[src/rtl/icache_direct.sv]
// Direct-mapped read-only instruction cache: combinational hit path and a
// single-outstanding whole-line refill over a valid/ready request channel.
module icache_direct #(
    parameter int LINES = 16,
    parameter int WORDS = 4
) (
    input  logic        clk,
    input  logic        rst,
    input  logic        read_valid_i,
    input  logic [31:0] read_address_i,
    output logic        read_ready_o,
    output logic [31:0] read_data_o,
    input  logic        flush_i,
    output logic        mem_req_valid_o,
    input  logic        mem_req_ready_i,
    output logic [31:0] mem_req_address_o,
    input  logic        mem_resp_valid_i,
    input  logic [31:0] mem_resp_data_i
);

    localparam int OB = $clog2(WORDS);
    localparam int IB = $clog2(LINES);
    localparam int TW = 32 - IB - OB - 2;
    localparam int LW = 32 - OB - 2;
    localparam logic [31:0]   NOP       = 32'h0000_0013;
    localparam logic [OB-1:0] LAST_BEAT = OB'(WORDS - 1);
    localparam logic [OB-1:0] BEAT_ONE  = OB'(1);

    typedef enum logic [1:0] {
        ST_IDLE    = 2'd0,
        ST_REQUEST = 2'd1,
        ST_REFILL  = 2'd2
    } state_t;

    state_t             state_r;
    logic [LINES-1:0]   valid_r;
    logic [TW-1:0]      tag_r  [LINES];
    logic [31:0]        data_r [LINES][WORDS];
    logic [LW-1:0]      miss_line_r;
    logic [OB-1:0]      count_r;
    logic               discard_r;

    logic [OB-1:0]      rd_word_s;
    logic [IB-1:0]      rd_index_s;
    logic [TW-1:0]      rd_tag_s;
    logic               hit_s;
    logic [IB-1:0]      fill_index_s;
    logic [TW-1:0]      fill_tag_s;
    logic               fill_beat_s;
    logic               last_beat_s;
    logic               unused_s;

    assign rd_word_s    = read_address_i[OB+1:2];
    assign rd_index_s   = read_address_i[IB+OB+1:OB+2];
    assign rd_tag_s     = read_address_i[31:IB+OB+2];
    assign fill_index_s = miss_line_r[IB-1:0];
    assign fill_tag_s   = miss_line_r[LW-1:IB];
    assign fill_beat_s  = (state_r == ST_REFILL) && mem_resp_valid_i;
    assign last_beat_s  = fill_beat_s && (count_r == LAST_BEAT);
    assign unused_s     = ^read_address_i[1:0];

    // Hit detection and read mux; a flush in the same cycle masks the hit.
    always_comb begin
        hit_s       = 1'b0;
        read_data_o = NOP;
        if (read_valid_i && (state_r == ST_IDLE) && !flush_i &&
            valid_r[rd_index_s] && (tag_r[rd_index_s] == rd_tag_s)) begin
            hit_s       = 1'b1;
            read_data_o = data_r[rd_index_s][rd_word_s];
        end else begin
            hit_s       = 1'b0;
            read_data_o = NOP;
        end
        read_ready_o = hit_s;
    end

    // Refill FSM with valid bits, discard flag and registered request outputs.
    always_ff @(posedge clk) begin
        if (!rst) begin
            state_r           <= ST_IDLE;
            valid_r           <= '0;
            miss_line_r       <= '0;
            count_r           <= '0;
            discard_r         <= 1'b0;
            mem_req_valid_o   <= 1'b0;
            mem_req_address_o <= 32'h0000_0000;
        end else begin
            case (state_r)
                ST_IDLE: begin
                    discard_r <= 1'b0;
                    if (flush_i) begin
                        valid_r <= '0;
                    end else if (read_valid_i && !hit_s) begin
                        miss_line_r       <= read_address_i[31:OB+2];
                        mem_req_address_o <= {read_address_i[31:OB+2], {(OB+2){1'b0}}};
                        mem_req_valid_o   <= 1'b1;
                        state_r           <= ST_REQUEST;
                    end else begin
                        state_r <= ST_IDLE;
                    end
                end
                ST_REQUEST: begin
                    if (flush_i) begin
                        discard_r <= 1'b1;
                        valid_r   <= '0;
                    end
                    if (mem_req_ready_i) begin
                        mem_req_valid_o <= 1'b0;
                        count_r         <= '0;
                        state_r         <= ST_REFILL;
                    end
                end
                ST_REFILL: begin
                    if (flush_i) begin
                        discard_r <= 1'b1;
                        valid_r   <= '0;
                    end
                    if (mem_resp_valid_i) begin
                        count_r <= count_r + BEAT_ONE;
                        if (count_r == LAST_BEAT) begin
                            // A flush on the final beat must also keep the line invalid.
                            valid_r[fill_index_s] <= !(discard_r || flush_i);
                            discard_r             <= 1'b0;
                            state_r               <= ST_IDLE;
                        end
                    end
                end
                default: begin
                    state_r         <= ST_IDLE;
                    mem_req_valid_o <= 1'b0;
                end
            endcase
        end
    end

    // Line storage writes; contents are meaningless until the valid bit is set.
    always_ff @(posedge clk) begin
        if (fill_beat_s) begin
            data_r[fill_index_s][count_r] <= mem_resp_data_i;
        end
        if (last_beat_s) begin
            tag_r[fill_index_s] <= fill_tag_s;
        end
    end

endmodule
[config.mk]
export PLATFORM = sky130hd
export DESIGN_NAME = icache_direct
export DESIGN_NICKNAME = d
export VERILOG_FILES = /design/src/rtl/icache_direct.sv
export SDC_FILE = /design/constraint.sdc
export NUM_CORES = 2
export LEC_CHECK = 0
export CAP_MARGIN = 20
export CORE_AREA = 2 2 569 571
export CTS_CLUSTER_SIZE = 24
export DETAILED_ROUTE_END_ITERATION = 10
export DIE_AREA = 0 0 571 573
export PLACE_DENSITY_LB_ADDON = 0.2
export SLEW_MARGIN = 15
export SYNTH_ARGS = -nofsm -noshare
export SYNTH_HDL_FRONTEND = slang
export SYNTH_SLANG_ARGS = --single-unit
[constraint.sdc]
create_clock -name clk -period 23.2 [get_ports clk]
set_input_delay 6.96 -clock clk [delete_from_list [all_inputs] [get_ports clk]]
set_output_delay 6.96 -clock clk [all_outputs]
set_load 0.01 [all_outputs]
Yosys cells after proc, flatten, opt, wreduce, memory -nomap -nowiden
Memory sizes are Yosys's and may differ from the RTL's. Index checks and enable logic that the tools add are counted.

Add/sub/neg operators: 1. Order comparisons: 6. Equality and inequality tests: 9. Multiplexer cells: 39. Bitwise gates (word level): 4. Reductions and logical operators: 22.

Operators with widths (count): 128-bit 2-to-1 mux (1); 32-bit 2-to-1 mux (4); 16-bit 2-to-1 mux (5); 32-bit binary-select mux with 2-bit select (1); 32-bit demux with 2-bit select (1); 16-bit one-hot mux with 2 select lines (1); 24-bit == test (1); 16-bit bitwise mux (1); 1-bit 2-to-1 mux (13); 2-bit 2-to-1 mux (6); 4-bit by 5-bit less-than comparator with 1-bit output (second input constant) (2); 1-bit logical AND (9); 4-bit AND reduction (2); 3-bit >= comparator (second input constant) (2); 2-bit inequality test (second input constant) (3); 2-bit inverter with 3-bit output (2); 1-bit one-hot mux with 3 select lines (2); 2-bit one-hot mux with 3 select lines (1); 3-bit AND reduction (2); 1-bit binary-select mux with 4-bit select (1); 1-bit demux with 4-bit select (1); 2-bit == test (second input constant) (2); 4-bit by 1-bit >= comparator with 1-bit output (second input constant) (1); 2-bit by 1-bit inequality test with 1-bit output (second input constant) (2); 11 further kinds (15).

Register bits after elaboration: 50. RAM bits: 2432. Input port bits: 70. Output and inout bits: 66. Word-level logic and storage cells: 89. Memories: 2.

Memory list: data_r (depth 16, bits a word 128, read ports 1, clocked after Yosys merged registers in 0, write ports 1, RTL line 38) `logic [31:0] data_r [LINES][WORDS];`; tag_r (depth 16, bits a word 24, read ports 1, clocked after Yosys merged registers in 0, write ports 1, RTL line 37) `logic [TW-1:0] tag_r [LINES];`.

Depth between registers and ports, before layout
Depth after elaboration: 11. Mapped depth: 15. Depth with buffers taken out: 10.

Worst setup path before layout
OpenSTA, ideal clock, no wires.

Path type: input-to-output. From: input port read_address_i[4]. To: output port read_data_o[12]. Arrival: 9.971 ns. Data required time: 16.240 ns. Setup slack: 6.269 ns. Stages: 11. Buffers on the path: 7. Cell sequence: buf_6 buf_6 buf_6 buf_6 buf_6 buf_6 clkbuf_1 mux4_2 mux4_2 mux4_2 nor2b_1.

Word-level cells in the longest chain between the ends: 5. Elaborated cells on any way between the ends: 11. Those cells by class: 1 x eq/ne; 6 x mux; 2 x reduce/logical; 2 x memory.

RTL lines: start, declared (RTL line 10) `input logic [31:0] read_address_i,`; memory 16 x 128 bit or 1-bit binary-select mux with 4-bit select (tied branches); 32-bit binary-select mux with 2-bit select or 1-bit 2-to-1 mux (tied branches) (RTL line 69, 67); 32-bit 2-to-1 mux (not written as such) or 1-bit logical AND (tied branches) (RTL line 69, 66); 32-bit 2-to-1 mux (not written as such) or 1-bit logical AND (tied branches) (RTL line 69, 67); 32-bit 2-to-1 mux * (RTL line 66) `if (read_valid_i && (state_r == ST_IDLE) && !flush_i &&`; end, declared (RTL line 12) `output logic [31:0] read_data_o,`.

Every way passes the cells marked *; elsewhere a longest branch is shown, timed or not. The select of a mux whose other input is x is not followed.

Worst setup path in the final report
From: input port read_address_i[4]. To: output port read_data_o[13].

The elaborated chain is that of the path after synthesis.

==> results.txt <==
The run finished with clean final reports. The slew of the pin with the lowest slew margin was 1120 ps. In this run, synthesis produced a sequential element count of 2,482. On the final layout, the worst hold slack is 485 ps. Wires add up to 282,000 µm.

The clock-pin slew on the worst setup and hold paths was 60 ps; the post-detailed-route via-to-cell ratio was 5.15. For the clock tree skew after final layout, the log shows 76.4 ps. After the last flow step, the layout net total stands at 4,490. Power per cell area: 85.9 nW/µm². By area the synthesized netlist is led by sky130_fd_sc_hd__edfxtp_1, sky130_fd_sc_hd__mux4_2, sky130_fd_sc_hd__dfxtp_1. Once layout is complete, the utilization of the core stands at 35.0%. The clock period minus worst slack is 19,770 ps. The width of the die works out to 571 µm.

The biggest area contributor in the post-synthesis netlist is sky130_fd_sc_hd__edfxtp_1. The final worst-path cycle share works out to 85.2%. In the routed design, unresolved DRC markers number 0. The count of nets left with antenna violations once routing finished came out at 0. The critical path is of the primary input to output pin type. The peak supply drop was 0.0000533 V; the insertion delay of the later-clocked pin in the worst-skew pair was 880 ps. Once the clock tree was built, the resizer swapped 0 gates to a different size.

For the leakage power total, the log shows 34.2 nW. TritonCTS built the clock tree. The die covers 327,000 µm². The overall overflow remaining after global route came out at 0. In this run the standard cell core region covers 320,000 µm². The most frequent cell after synthesis is sky130_fd_sc_hd__edfxtp_1.

The most numerous cell type found on the critical path is sky130_fd_sc_hd__buf_4. Synthesized cell area: 96,000 µm². The fraction of post-synthesis cell area in the top cell type by area was 76.1%; the total number of placement rows was 208.

After the first detailed-routing iteration, the DRC count stood at 5,369. The final instance area was 112,000 µm²; the length of the first detailed-routing pass in iterations was 5. Across all layers, the routed design uses 46.0k vias.

In this run the cell area measured after placement is 103,000 µm². For the count of endpoints failing hold in the final timing report, the log shows 0. The maximum achievable frequency was 50.6 MHz. Entering global routing, the biggest net connects 109 pins.

136 I/O pins were placed. The startpoint type of the worst setup path is a primary input. The post-route setup TNS is 0 ps.

Counting instances in the post-synthesis netlist gives the leading cell types as sky130_fd_sc_hd__edfxtp_1, sky130_fd_sc_hd__mux4_2, sky130_fd_sc_hd__clkbuf_1. The tools report the register area share after synthesis as 77.1%. The logs give 4 for the number of buffers on the longest clock path and 59 for the number of different library cells in the post-synthesis netlist. Setup repair after global routing left no endpoint under its margin.

After synthesis, the mean cell area works out to 23.5 µm². Final count of negative-setup-slack endpoints: 0. The floorplan step set the die height to 573 µm. In this run, synthesis inferred 2,432 flip-flops with an integrated enable. The largest driver fanout on the critical path is 65, and the total power of the final layout is 0.00964 W. The run gives 0 as the count of pins over their slew limit.

TritonCTS created 281 clock buffers. Buffers placed on the I/O ports in this run total 129. First-pass GRT wire length: 390,000 µm.

Of the cells placed in the final design, the portion with a size suffix greater than 1 is 30.5%. For this design, the sink count on the clock tree is 2,482. After clock tree synthesis, the flow added hold-fix buffers numbering 0.

The via count of the first global-routing pass came out at 47.2k. The area overhead of the layout relative to synthesis was 16.8%. The class of the tightest hold or removal check was flop to flop. Measured against its own limit, the worst slew margin works out to 25.0%.

Data on the critical path is required at its endpoint by 16,240 ps. The count of synthesis-stage warnings from yosys is 0, and the average wire per standard cell is 31.6 µm. Traced cell by cell, the critical path runs through buf_8 > buf_4 > mux4_2 > o22ai_1 > a21oi_1 > xnor2_1 > and4_1 > nand4_1 > or4_2 > buf_4 > a311oi_1 > clkdlybuf4s50_1. STA puts the critical path data arrival time at 12,810 ps. The tools report the number of maximum-capacitance violations as 0. The H-tree generated during clock tree synthesis spans 5 levels.

The most used flip-flop cell after synthesis is sky130_fd_sc_hd__edfxtp_1. Overall fraction of global-route tracks in use: 17.0%. Endpoint type of the worst setup path: an output pin. Post-CTS timing repair inserted 0 buffers for setup. The HPWL after detailed placement is 150,000 µm.

The cell with the largest stage delay on the worst path is sky130_fd_sc_hd__a311oi_1. For this run, the slowest stage of the critical path takes 900 ps. The tools report the initial core utilization as 30.0%. The tools report the cell chosen for the clock root as sky130_fd_sc_hd__clkbuf_16. The logs give 33 for the initial antenna violation count and 0.740 for the routability-driven placement congestion ratio. The share of synthesized flip-flops with an asynchronous set or reset is 0%. The tools report the number of instances in the synthesized netlist as 4,077.
==> final cells by class <==
type | count | area [µm²]
Clock inverter | 149 | 1180
Timing Repair Buffer | 289 | 2810
Multi-Input combinational cell | 1345 | 21300
Clock buffer | 340 | 7410
Sequential cell | 2482 | 74000
Antenna cell | 5 | 12.5
Fill cell | 29600 | 208000
Inverter | 13 | 56.3
Tap cell | 4305 | 5390
==> worst paths after layout <==
check | cells after the start | end | start | slack [ps]
max | 12 | read_data_o[13] | read_address_i[4] | 3430
min | 2 | valid_r[14] | valid_r[14] | 480
max reg2reg | 9 | state_r[0] | tag_r[3][17] | 19220
min reg2reg | 2 | valid_r[14] | valid_r[14] | 480
==> stage by stage <==
step,cells,worst slack [ps]
detailed placement,8419,3170
CTS,8908,3170
floorplan,4080,6270
finish,8928,3430
global route,8924,3190
global placement,8409,3130
==> placed cells by master, fill, tap and decap left out, types with 12 or more instances in the layout <==
cell	Yosys	layout
sky130_fd_sc_hd__a211oi_1	20	19
sky130_fd_sc_hd__a21boi_0	16	16
sky130_fd_sc_hd__a32oi_1	30	30
sky130_fd_sc_hd__and3_1	29	29
sky130_fd_sc_hd__buf_12	0	29
sky130_fd_sc_hd__buf_2	80	23
sky130_fd_sc_hd__buf_4	17	139
sky130_fd_sc_hd__bufinv_16	0	14
sky130_fd_sc_hd__clkbuf_1	101	49
sky130_fd_sc_hd__clkbuf_16	0	286
sky130_fd_sc_hd__clkdlybuf4s50_1	0	90
sky130_fd_sc_hd__clkinv_1	1	68
sky130_fd_sc_hd__clkinv_2	0	42
sky130_fd_sc_hd__dfxtp_1	50	50
sky130_fd_sc_hd__edfxtp_1	2432	2432
sky130_fd_sc_hd__inv_6	0	12
sky130_fd_sc_hd__mux2i_1	39	39
sky130_fd_sc_hd__mux4_2	761	761
sky130_fd_sc_hd__nand2_1	65	65
sky130_fd_sc_hd__nand2b_1	33	33
sky130_fd_sc_hd__nand3_1	39	39
sky130_fd_sc_hd__nand4_1	36	36
sky130_fd_sc_hd__nor2_1	97	32
sky130_fd_sc_hd__nor2_4	0	64
sky130_fd_sc_hd__nor2b_1	35	35
sky130_fd_sc_hd__o21ai_0	21	21
sky130_fd_sc_hd__xnor2_1	18	18
==> registers in the layout, indices dropped and copies added (netlist names) <==
signal and cells:
data_r 2048, tag_r 384, miss_line_r 28, valid_r 16
count_r 2, state_r 2, discard_r 1, mem_req_valid_o 1
==> cell families (layout without fill, tap and decap cells) <==
group,count (synthesis),in the layout,synth area share (%)
AO/OA/AOI/OAI,141,141,1.08
XOR/XNOR,25,25,0.228
adder cells (fa/ha/maj),8,8,0.104
buffers and inverters,253,791,1.25
flip-flops,2482,2482,77.1
multiplexers,805,805,18.3
other,1,9,0.00391
AND/OR/NAND/NOR,362,362,1.92
==> metal layers <==
metal / track usage [%] / vias up / wire (µm)
met5: 0 / - / 110
met4: 3.32 / 20 / 5310
met3: 2.89 / 346 / 17700
met2: 26.9 / 1527 / 133000
met1: 24.8 / 25900 / 126000
li1: - / 18200 / -
==> power breakdown <==
part           switching (W)  leakage [nW]  total (W)  internal [W]
Clock                0.00179          4.21    0.00422       0.00243
Sequential         0.0000314          22.4    0.00497       0.00494
Combinational       0.000255          7.67   0.000441      0.000187
Total                0.00208          34.2    0.00964       0.00756
==> critical path, delay by kind of cell <==
kind,cells,cell delay [ps]
AO/OA/AOI/OAI,3,1230
XOR/XNOR,1,320
buffers and inverters,4,2500
multiplexers,1,610
AND/OR/NAND/NOR,3,1000
Power figures use the tool's default switching activity.
